==> src/rtl/product_accumulator_pkg.sv <==
// Shared types for the product accumulator: FSM state encoding, default widths
// and a small helper that decides input-side readiness from the FSM state.
// No logic of its own; imported by the interface and the top level.
package product_accumulator_pkg;

  localparam int DEF_WIDTH     = 8;
  localparam int DEF_ACC_WIDTH = 24;
  localparam int DEF_CNT_WIDTH = 8;

  // Encodings are fixed so other PE stages can decode the same state values
  typedef enum logic [1:0] {
    ST_IDLE  = 2'd0,
    ST_ACCUM = 2'd1,
    ST_DONE  = 2'd2
  } state_t;

  // Input side is open in every state except while a result is being presented
  function automatic logic accepts_input(input state_t s);
    return (s != ST_DONE);
  endfunction

endpackage

==> src/rtl/product_accumulator_if.sv <==
// Purpose: product stream in (valid/ready + last tag), reduction result out (valid/ready).
// Latency: none, signal bundle only.
// Backpressure: in_rdy from the accumulator, out_rdy from the consumer.
interface product_accumulator_if
  import product_accumulator_pkg::*;
#(
  parameter int WIDTH     = DEF_WIDTH,
  parameter int ACC_WIDTH = DEF_ACC_WIDTH,
  parameter int CNT_WIDTH = DEF_CNT_WIDTH
);

  logic                   in_vld;
  logic                   in_rdy;
  logic [2*WIDTH-1:0]     in_dat;
  logic                   in_last;
  logic                   out_vld;
  logic                   out_rdy;
  logic [ACC_WIDTH-1:0]   out_acc;
  logic [CNT_WIDTH-1:0]   out_cnt;
  logic                   out_ovf;

  // Producer of products and consumer of results
  modport master (
    output in_vld, in_dat, in_last, out_rdy,
    input  in_rdy, out_vld, out_acc, out_cnt, out_ovf
  );

  // The accumulator itself
  modport slave (
    input  in_vld, in_dat, in_last, out_rdy,
    output in_rdy, out_vld, out_acc, out_cnt, out_ovf
  );

endinterface

==> src/rtl/product_accumulator_acc_adder.sv <==
// Purpose: ACC_WIDTH unsigned adder reporting carry-out as overflow; clamps under ACC_SATURATE_EN.
// Latency: combinational.
// Backpressure: none.
module product_accumulator_acc_adder #(
  parameter int ACC_WIDTH = 24
) (
  input  logic [ACC_WIDTH-1:0] i_a,
  input  logic [ACC_WIDTH-1:0] i_b,
  output logic [ACC_WIDTH-1:0] o_sum,
  output logic                 o_ovf
);

  logic [ACC_WIDTH:0] w_full;

  // One extra bit captures the carry out of the top accumulator bit
  always_comb begin
    w_full = {1'b0, i_a} + {1'b0, i_b};
    o_ovf  = w_full[ACC_WIDTH];
`ifdef ACC_SATURATE_EN
    // Once clamped, any further non-zero term carries again, so the value stays at all-ones
    o_sum  = w_full[ACC_WIDTH] ? {ACC_WIDTH{1'b1}} : w_full[ACC_WIDTH-1:0];
`else
    o_sum  = w_full[ACC_WIDTH-1:0];
`endif
  end

endmodule

==> src/rtl/product_accumulator.sv <==
// Purpose: sums a stream of 2*WIDTH-bit products into ACC_WIDTH bits, presents total on LAST (ACC_SATURATE_EN selects clamp vs wrap).
// Latency: result valid the cycle after the LAST beat is accepted; one bubble per reduction.
// Backpressure: in_rdy is registered from state only (low while DONE); result held until out_rdy.
module product_accumulator
  import product_accumulator_pkg::*;
#(
  parameter int WIDTH     = DEF_WIDTH,
  parameter int ACC_WIDTH = DEF_ACC_WIDTH,
  parameter int CNT_WIDTH = DEF_CNT_WIDTH
) (
  input  logic                  i_clk,
  input  logic                  i_rst_n,
  product_accumulator_if.slave  io_bus
);

  localparam logic [CNT_WIDTH-1:0] CNT_MAX = {CNT_WIDTH{1'b1}};

  state_t                 r_state;
  state_t                 w_state_nxt;
  logic                   r_in_rdy;
  logic                   r_out_vld;
  logic [ACC_WIDTH-1:0]   r_acc;
  logic [CNT_WIDTH-1:0]   r_cnt;
  logic                   r_ovf;

  logic                   w_accept;
  logic                   w_load;
  logic                   w_add;
  logic                   w_clear;
  logic [2*WIDTH-1:0]     w_p;
  logic [ACC_WIDTH-1:0]   w_p_ext;
  logic [ACC_WIDTH-1:0]   w_sum;
  logic                   w_add_ovf;
  logic                   w_cnt_sat;

  assign w_p       = io_bus.in_dat;
  assign w_p_ext   = ACC_WIDTH'(w_p);
  assign w_cnt_sat = (r_cnt == CNT_MAX);

  product_accumulator_acc_adder #(
    .ACC_WIDTH (ACC_WIDTH)
  ) u_acc_adder (
    .i_a   (r_acc),
    .i_b   (w_p_ext),
    .o_sum (w_sum),
    .o_ovf (w_add_ovf)
  );

  // Next state and datapath strobes; the handshake uses the registered ready only
  always_comb begin
    w_state_nxt = r_state;
    w_accept    = io_bus.in_vld && r_in_rdy;
    w_load      = 1'b0;
    w_add       = 1'b0;
    w_clear     = 1'b0;
    case (r_state)
      ST_IDLE: begin
        if (w_accept) begin
          w_load      = 1'b1;
          w_state_nxt = io_bus.in_last ? ST_DONE : ST_ACCUM;
        end
      end
      ST_ACCUM: begin
        if (w_accept) begin
          w_add       = 1'b1;
          w_state_nxt = io_bus.in_last ? ST_DONE : ST_ACCUM;
        end
      end
      ST_DONE: begin
        if (io_bus.out_rdy) begin
          w_clear     = 1'b1;
          w_state_nxt = ST_IDLE;
        end
      end
      default: w_state_nxt = ST_IDLE;
    endcase
  end

  // State plus both handshake flags registered from the next state, so neither port sees a comb path
  always_ff @(posedge i_clk or negedge i_rst_n) begin
    if (!i_rst_n) begin
      r_state   <= ST_IDLE;
      r_in_rdy  <= 1'b0;
      r_out_vld <= 1'b0;
    end else begin
      r_state   <= w_state_nxt;
      r_in_rdy  <= accepts_input(w_state_nxt);
      r_out_vld <= (w_state_nxt == ST_DONE);
    end
  end

  // Running sum, saturating term count and sticky overflow for the current reduction
  always_ff @(posedge i_clk or negedge i_rst_n) begin
    if (!i_rst_n) begin
      r_acc <= '0;
      r_cnt <= '0;
      r_ovf <= 1'b0;
    end else if (w_load) begin
      r_acc <= w_p_ext;
      r_cnt <= CNT_WIDTH'(1);
      r_ovf <= 1'b0;
    end else if (w_add) begin
      r_acc <= w_sum;
      if (!w_cnt_sat) begin
        r_cnt <= r_cnt + CNT_WIDTH'(1);
      end
      r_ovf <= r_ovf | w_add_ovf | w_cnt_sat;
    end else if (w_clear) begin
      r_acc <= '0;
      r_cnt <= '0;
      r_ovf <= 1'b0;
    end
  end

  assign io_bus.in_rdy  = r_in_rdy;
  assign io_bus.out_vld = r_out_vld;
  assign io_bus.out_acc = r_acc;
  assign io_bus.out_cnt = r_cnt;
  assign io_bus.out_ovf = r_ovf;

endmodule

==> src/flat_wrapper.sv <==
// flat-port wrapper written by rule: the top's interface ports become plain ports
module product_accumulator_flat import product_accumulator_pkg::*;
#(
  parameter int WIDTH     = DEF_WIDTH,
  parameter int ACC_WIDTH = DEF_ACC_WIDTH,
  parameter int CNT_WIDTH = DEF_CNT_WIDTH
)
  (i_clk, i_rst_n, io_bus_in_vld, io_bus_in_dat, io_bus_in_last, io_bus_out_rdy, io_bus_in_rdy, io_bus_out_vld, io_bus_out_acc, io_bus_out_cnt, io_bus_out_ovf);
  product_accumulator_if #(.WIDTH(WIDTH), .ACC_WIDTH(ACC_WIDTH), .CNT_WIDTH(CNT_WIDTH)) io_bus_i ();
  input  logic i_clk;
  input  logic i_rst_n;
  input wire logic [$bits(io_bus_i.in_vld)-1:0] io_bus_in_vld;
  input wire logic [$bits(io_bus_i.in_dat)-1:0] io_bus_in_dat;
  input wire logic [$bits(io_bus_i.in_last)-1:0] io_bus_in_last;
  input wire logic [$bits(io_bus_i.out_rdy)-1:0] io_bus_out_rdy;
  output wire logic [$bits(io_bus_i.in_rdy)-1:0] io_bus_in_rdy;
  output wire logic [$bits(io_bus_i.out_vld)-1:0] io_bus_out_vld;
  output wire logic [$bits(io_bus_i.out_acc)-1:0] io_bus_out_acc;
  output wire logic [$bits(io_bus_i.out_cnt)-1:0] io_bus_out_cnt;
  output wire logic [$bits(io_bus_i.out_ovf)-1:0] io_bus_out_ovf;
  assign io_bus_i.in_vld = io_bus_in_vld;
  assign io_bus_i.in_dat = io_bus_in_dat;
  assign io_bus_i.in_last = io_bus_in_last;
  assign io_bus_i.out_rdy = io_bus_out_rdy;
  assign io_bus_in_rdy = io_bus_i.in_rdy;
  assign io_bus_out_vld = io_bus_i.out_vld;
  assign io_bus_out_acc = io_bus_i.out_acc;
  assign io_bus_out_cnt = io_bus_i.out_cnt;
  assign io_bus_out_ovf = io_bus_i.out_ovf;
  product_accumulator #(.WIDTH(WIDTH), .ACC_WIDTH(ACC_WIDTH), .CNT_WIDTH(CNT_WIDTH)) u_core (.i_clk(i_clk), .i_rst_n(i_rst_n), .io_bus(io_bus_i));
endmodule
==> config.mk <==
export PLATFORM = sky130hd
export DESIGN_NAME = product_accumulator_flat
export DESIGN_NICKNAME = d
export VERILOG_FILES = /design/src/rtl/product_accumulator_pkg.sv /design/src/rtl/product_accumulator_if.sv /design/src/rtl/product_accumulator_acc_adder.sv /design/src/rtl/product_accumulator.sv /design/src/flat_wrapper.sv
export SDC_FILE = /design/constraint.sdc
export NUM_CORES = 1
export LEC_CHECK = 0
export BUFFER_PORTS_ARGS = -buffer_cell sky130_fd_sc_hd__clkbuf_2
export CAP_MARGIN = 20
export CORE_ASPECT_RATIO = 0.6
export CORE_MARGIN = 1
export CORE_UTILIZATION = 51
export DETAILED_ROUTE_END_ITERATION = 6
export PLACE_DENSITY = 0.76
export SLEW_MARGIN = 20
export SYNTH_ARGS = -nofsm -noshare
export SYNTH_HDL_FRONTEND = slang
export SYNTH_HIERARCHICAL = 1
export SYNTH_SLANG_ARGS = --single-unit
==> constraint.sdc <==
create_clock -name i_clk -period 2.4 [get_ports i_clk]
set_input_delay 0.36 -clock i_clk [delete_from_list [all_inputs] [get_ports i_clk]]
set_output_delay 0.36 -clock i_clk [all_outputs]
set_load 0.02 [all_outputs]
After elaboration in Yosys (flattened, before gate mapping):

Cells that the tools add are included.

* register bits: 37
* word-level logic and storage cells: 40
* output and inout port bits: 35

* bitwise logic cells: 2
* eq/ne operators: 6
* add/sub/neg operators: 2
* multiplexer cells: 19
* reduce and logical (&&, ||, !) cells: 5

Operators with widths (number)
* two-way mux 24 bit: 3
* two-way mux 8 bit: 4
* adder 24 x 16 -> 25 bit: 1
* adder 8 x 1 -> 8 bit (second input constant): 1
* == test 8 bit (second input constant): 1
* two-way mux 1 bit: 8
* two-way mux 2 bit: 3
* == test 2 bit (second input constant): 2
* one-hot mux 2 bit (2 select lines): 1
* inequality test 3 x 2 -> 1 bit (second input constant): 1
* nonzero test 3 bit: 1
* == test 2 x 1 -> 1 bit (second input constant): 1
* zero test 2 bit: 1
* inequality test 2 bit (second input constant): 1
* bitwise OR 1 bit: 2
* AND reduction 2 bit: 1
* OR reduction 2 bit: 1
* logical AND 1 bit: 1

Depth between registers and ports, before layout:

* depth after elaboration: 5
* gate-level depth with buffers: 10

Modules after synthesis:

Netlist, hierarchy kept.

By module, submodules not included
* product_accumulator: times used 1, area an instance 1725.4 µm², cells each 160
* product_accumulator_acc_adder: times used 1, area an instance 1252.5 µm², cells each 172

Least setup slack after synthesis:

Ideal clock, no wire load.

* path kind: reg2reg
* start point: register u_core.r_acc[0] (netlist: u_core/io_bus.out_acc[0])
* end point: register u_core.r_acc[22] (netlist: u_core/io_bus.out_acc[22])
* stages on the path, launching flop included: 10
* period minus slack after synthesis: 2538 ps
* data arrival time: 2417 ps
* setup slack: -138 ps
* cells stage by stage: dfrtp_1 > ha_1 > fa_1 > a21o_1 > a221oi_2 > o21ai_0 > nor3b_2 > nor2_1 > a311oi_2 > a22o_1

* cells in the longest elaborated chain, start to end: 3

RTL lines
* start: declaration: RTL line product_accumulator.sv:22 `logic [ACC_WIDTH-1:0] r_acc;`
* start signal: assignment: RTL line product_accumulator.sv:99 `r_acc <= w_p_ext;`
* start signal: assignment: RTL line product_accumulator.sv:103 `r_acc <= w_sum;`
* adder 24 x 16 -> 25 bit: RTL line product_accumulator_acc_adder.sv:17 `w_full = {1'b0, i_a} + {1'b0, i_b};`
* net u_core.w_sum[22]: RTL line product_accumulator.sv:32 `logic [ACC_WIDTH-1:0] w_sum;`
* two-way mux 24 bit: RTL line product_accumulator.sv:102 `end else if (w_add) begin`
* two-way mux 24 bit: RTL line product_accumulator.sv:98 `end else if (w_load) begin`

The timed path passes the listed nets, and every way through them passes these cells.
A chain may end at the register's enable or synchronous reset.

Worst setup path after layout:

Same ends and word-level chain as after synthesis.

==> metrics.md <==
| Metric | Value |
|---|---|
| Warnings, synthesis | `6` |
| Core footprint | `0.00560 mm2` |
| Worst setup slack after layout | `approximately 0.0028 ns` |
| Share of final-layout standard cells stronger than drive strength 1 | `0.306` |
| Finished Cell Area | `between 0.003 and 0.004 mm2` |
| Tot GR Track Use | `0.258` |
| Initial core utilization | `0.532` |
| Total Die Area | `roughly 0.006 mm2` |
| Worst Path Required | `2.65 ns` |
| Post-detailed-placement half-perimeter wirelength | `around 5700 um` |
| Run status | `finished, final reports clean` |
| Transition time at the pin with the least slew margin | `0.702 ns` |
| Max_cap viols | `0` |
| Main area contributors after synthesis | `dfrtp_1 (31%), ha_1 (11%), o21ai_0 (6.4%), mux2i_1 (5.7%), a21oi_1 (5.4%)` |
| Areal power density over the cells | `1200 mW/mm2` |
| 1st-iter DRT viols | `between 150 and 200` |
| Antenna fix cells | `0` |
| Drt drc | `0` |
| Count of state elements after synthesis | `37` |
| Clock transition time at the flip-flop clock pins of the worst setup and hold paths | `around 0.09 ns` |
| Area fraction of the dominant cell type after synthesis | `0.311` |
| Leading cell types by count after synthesis | `o21ai_0 (38), dfrtp_1 (37), nand2_1 (33)` |
| Final Slew Violations | `0` |
| Layout overhead on the synthesized area | `26.1%` |
| Number of inserted filler cells in the final layout | `485` |
| Via density per instance | `between 5 and 6` |
| Net count reported at finish | `between 400 and 500` |
| Mapped cell area | `between 0.002 and 0.003 mm2` |
| Maximum vdd ir drop | `approximately 650 uV` |
| Largest clock skew in the final design | `between 0.006 and 0.007 ns` |
| Critical path class | `reg -> reg` |
| Post-placement cell count | `490` |
| Via count | `between 2k and 3k` |
| Number of optimization iterations in the first detailed-route pass | `4` |
| Post-DP Area | `between 0.003 and 0.004 mm2` |
| Min-delay worst type | `in -> async` |
| I/O Buffers | `55` |
| Routed wire per std cell | `between 15 and 20 um` |
| DIE WIDTH | `approximately 100 um` |
| Total CTS buffers | `5` |
| # IOs | `56` |
| Post-placement worst setup slack | `-0.149 ns` |
| TritonCTS clock tree | `yes` |
| Vias in the first global route | `between 2k and 3k` |
| Antenna Violating Nets Remaining | `0` |
| Accumulated negative setup slack | `0 ns` |
| Number of antenna violations at the first check in global routing | `0` |
| Period utilisation layout | `0.999` |
| Number of H-tree levels | `2` |
| Latest clock arrival within the worst-skew pair | `about 0.30 ns` |
| Critical Path Sink Type | `flop` |
| Mean instance size in the synthesized netlist | `~9.0 um2` |
| Hold buffer count at CTS | `0` |
| Cells after Synth | `about 330` |
| Clock Sinks | `37` |
| Multi-input logic area | `between 0.002 and 0.0025 mm2` |
| EDFF count, synth | `0` |
| Slew headroom | `0.532` |
| Pin count of the biggest net entering global routing | `29` |
| Crit path launch type | `flop` |
| Crit path time final | `2.40 ns` |
| Total power | `roughly 0.0045 W` |
| Area taken by flip-flops and latches | `928 um2` |
| Unrepaired setup endpoints after global routing | `true` |
| Non-filler instance count after layout | `502` |
| Final setup violation count | `0` |
| Deepest clock path buffer count | `2` |
| Share of the yosys chip area belonging to registers | `0.311` |
| Fraction of registers with async set or reset after synthesis | `1.00` |
| Worst Path Max Fanout | `2` |
| Leakage dissipation | `1.85 nW` |
| Vertical die dimension | `a little over 60 um` |
| Cell with the most instances after synthesis | `o21ai_0` |
| Standard-cell rows | `21` |
| Arrival @ worst endpoint | `between 2 and 3 ns` |
| Leading register cell type out of synthesis | `dfrtp_1` |
| Post-synthesis cell type with the largest combined area | `dfrtp_1` |
| Top achievable clock speed | `about 420 MHz` |
| Number of hold violations in the final report | `0` |
| GR Overflow Total | `0` |
| Last weighted congestion value of the routability-driven placer | `0.929` |
| Clock root buffer | `clkbuf_8` |
| Unique masters post-synth | `60` |
| Global-route wire length before repair | `12,400 um` |
| Total Wirelength | `a little under 8000 um` |
-- metal layers --
layer / global-route usage / wire, um / vias up
met5: 0 / 0 / -
met4: 0.0373 / 27 / 0
met3: 0.0409 / 406 / 3
met2: 0.415 / 3270 / 106
met1: 0.379 / 4020 / 1337
li1: - / - / 1403
-- worst paths after layout --
path,end,startpoint,slack (ns),depth (start not counted)
max in group asynchronous,u_core/io_bus.out_acc[12]$_DFFE_PN0P_,i_rst_n,1.67,2
setup / recovery,u_core/io_bus.out_acc[22]$_DFFE_PN0P_,u_core/io_bus.out_acc[0]$_DFFE_PN0P_,0.003,10
hold / removal,u_core/io_bus.out_cnt[7]$_DFFE_PN0P_,i_rst_n,0.09,1
min in group i_clk,u_core/io_bus.out_vld$_DFF_PN0_,io_bus_out_rdy,0.28,2
setup reg to reg,u_core/io_bus.out_acc[22]$_DFFE_PN0P_,u_core/io_bus.out_acc[0]$_DFFE_PN0P_,0.003,10
hold reg to reg,u_core/r_state[0]$_DFF_PN0_,u_core/r_state[1]$_DFF_PN0_,0.50,1
-- power by group --
group / internal [W] / switching, W
Clock: 0.000312 / 0.000266
Sequential: 0.000812 / 0.000177
Combinational: 0.00131 / 0.00163
Total: 0.00244 / 0.00207
-- cell type report --
| type | instances | area share |
|---|---|---|
| inverters | 10 | 0.0100 |
| repair buffers | 87 | 0.137 |
| flip-flops and latches | 37 | 0.247 |
| well taps | 80 | 0.0267 |
| clock buffers | 5 | 0.0183 |
| clock inverters | 3 | 0.0123 |
| multi-input cells | 280 | 0.548 |
-- layout by cell type, fill, tap and decap left out, drive strengths merged, types with 4 or more instances in the layout --
master	count
inv	10
and3	6
clkbuf	60
buf	32
o21ai	40
a21o	7
xor2	8
mux2i	17
and2	5
nand2	33
ha	25
a22o	9
conb	8
nand3	9
a31o	4
nor2	18
a211oi	4
o211ai	5
xnor2	10
dfrtp	37
a21oi	33
-- through the flow --
step,hold WS [ns],util
finish,0.0897,0.671
global route,0.137,0.671
floorplan,0.0644,-
CTS,0.104,0.653
global placement,0.433,0.629
detailed placement,0.433,0.629
-- what timing repair did --
action                                  in CTS  in global routing
resized for setup                            2                 19
endpoints found under the setup margin       4                 13
buffers inserted                             0                  4
pin swaps                                    2                 15
-- state kept, by name, indices dropped and copies added (netlist names) --
register               cells
u_core/io_bus.out_acc     24
u_core/io_bus.in_rdy       1
u_core/io_bus.out_cnt      8
u_core/r_state             2
u_core/io_bus.out_ovf      1
u_core/io_bus.out_vld      1
-- worst max-delay path, cell delays in order (launching register included) --
cell and delay (ns):
dfrtp_2 0.43, ha_4 0.18, fa_2 0.36, a21o_1 0.23
a221oi_4 0.27, buf_4 0.16, o21ai_2 0.05, nor3b_4 0.16
o21a_1 0.17, a311oi_2 0.19, a22o_1 0.15
-- logic make-up (layout without fill, tap and decap cells) --
kind of cell / Yosys count / after routing / synth area share
flip-flops: 37 / 37 / 0.311
multiplexers: 17 / 17 / 0.0571
adder cells (fa/ha/maj): 26 / 26 / 0.112
XOR/XNOR: 18 / 18 / 0.0529
AO/OA/AOI/OAI: 122 / 122 / 0.266
buffers and inverters: 22 / 105 / 0.0433
AND/OR/NAND/NOR: 89 / 89 / 0.156
other: 1 / 8 / 0.00126
(Power assumes the default switching activity.)
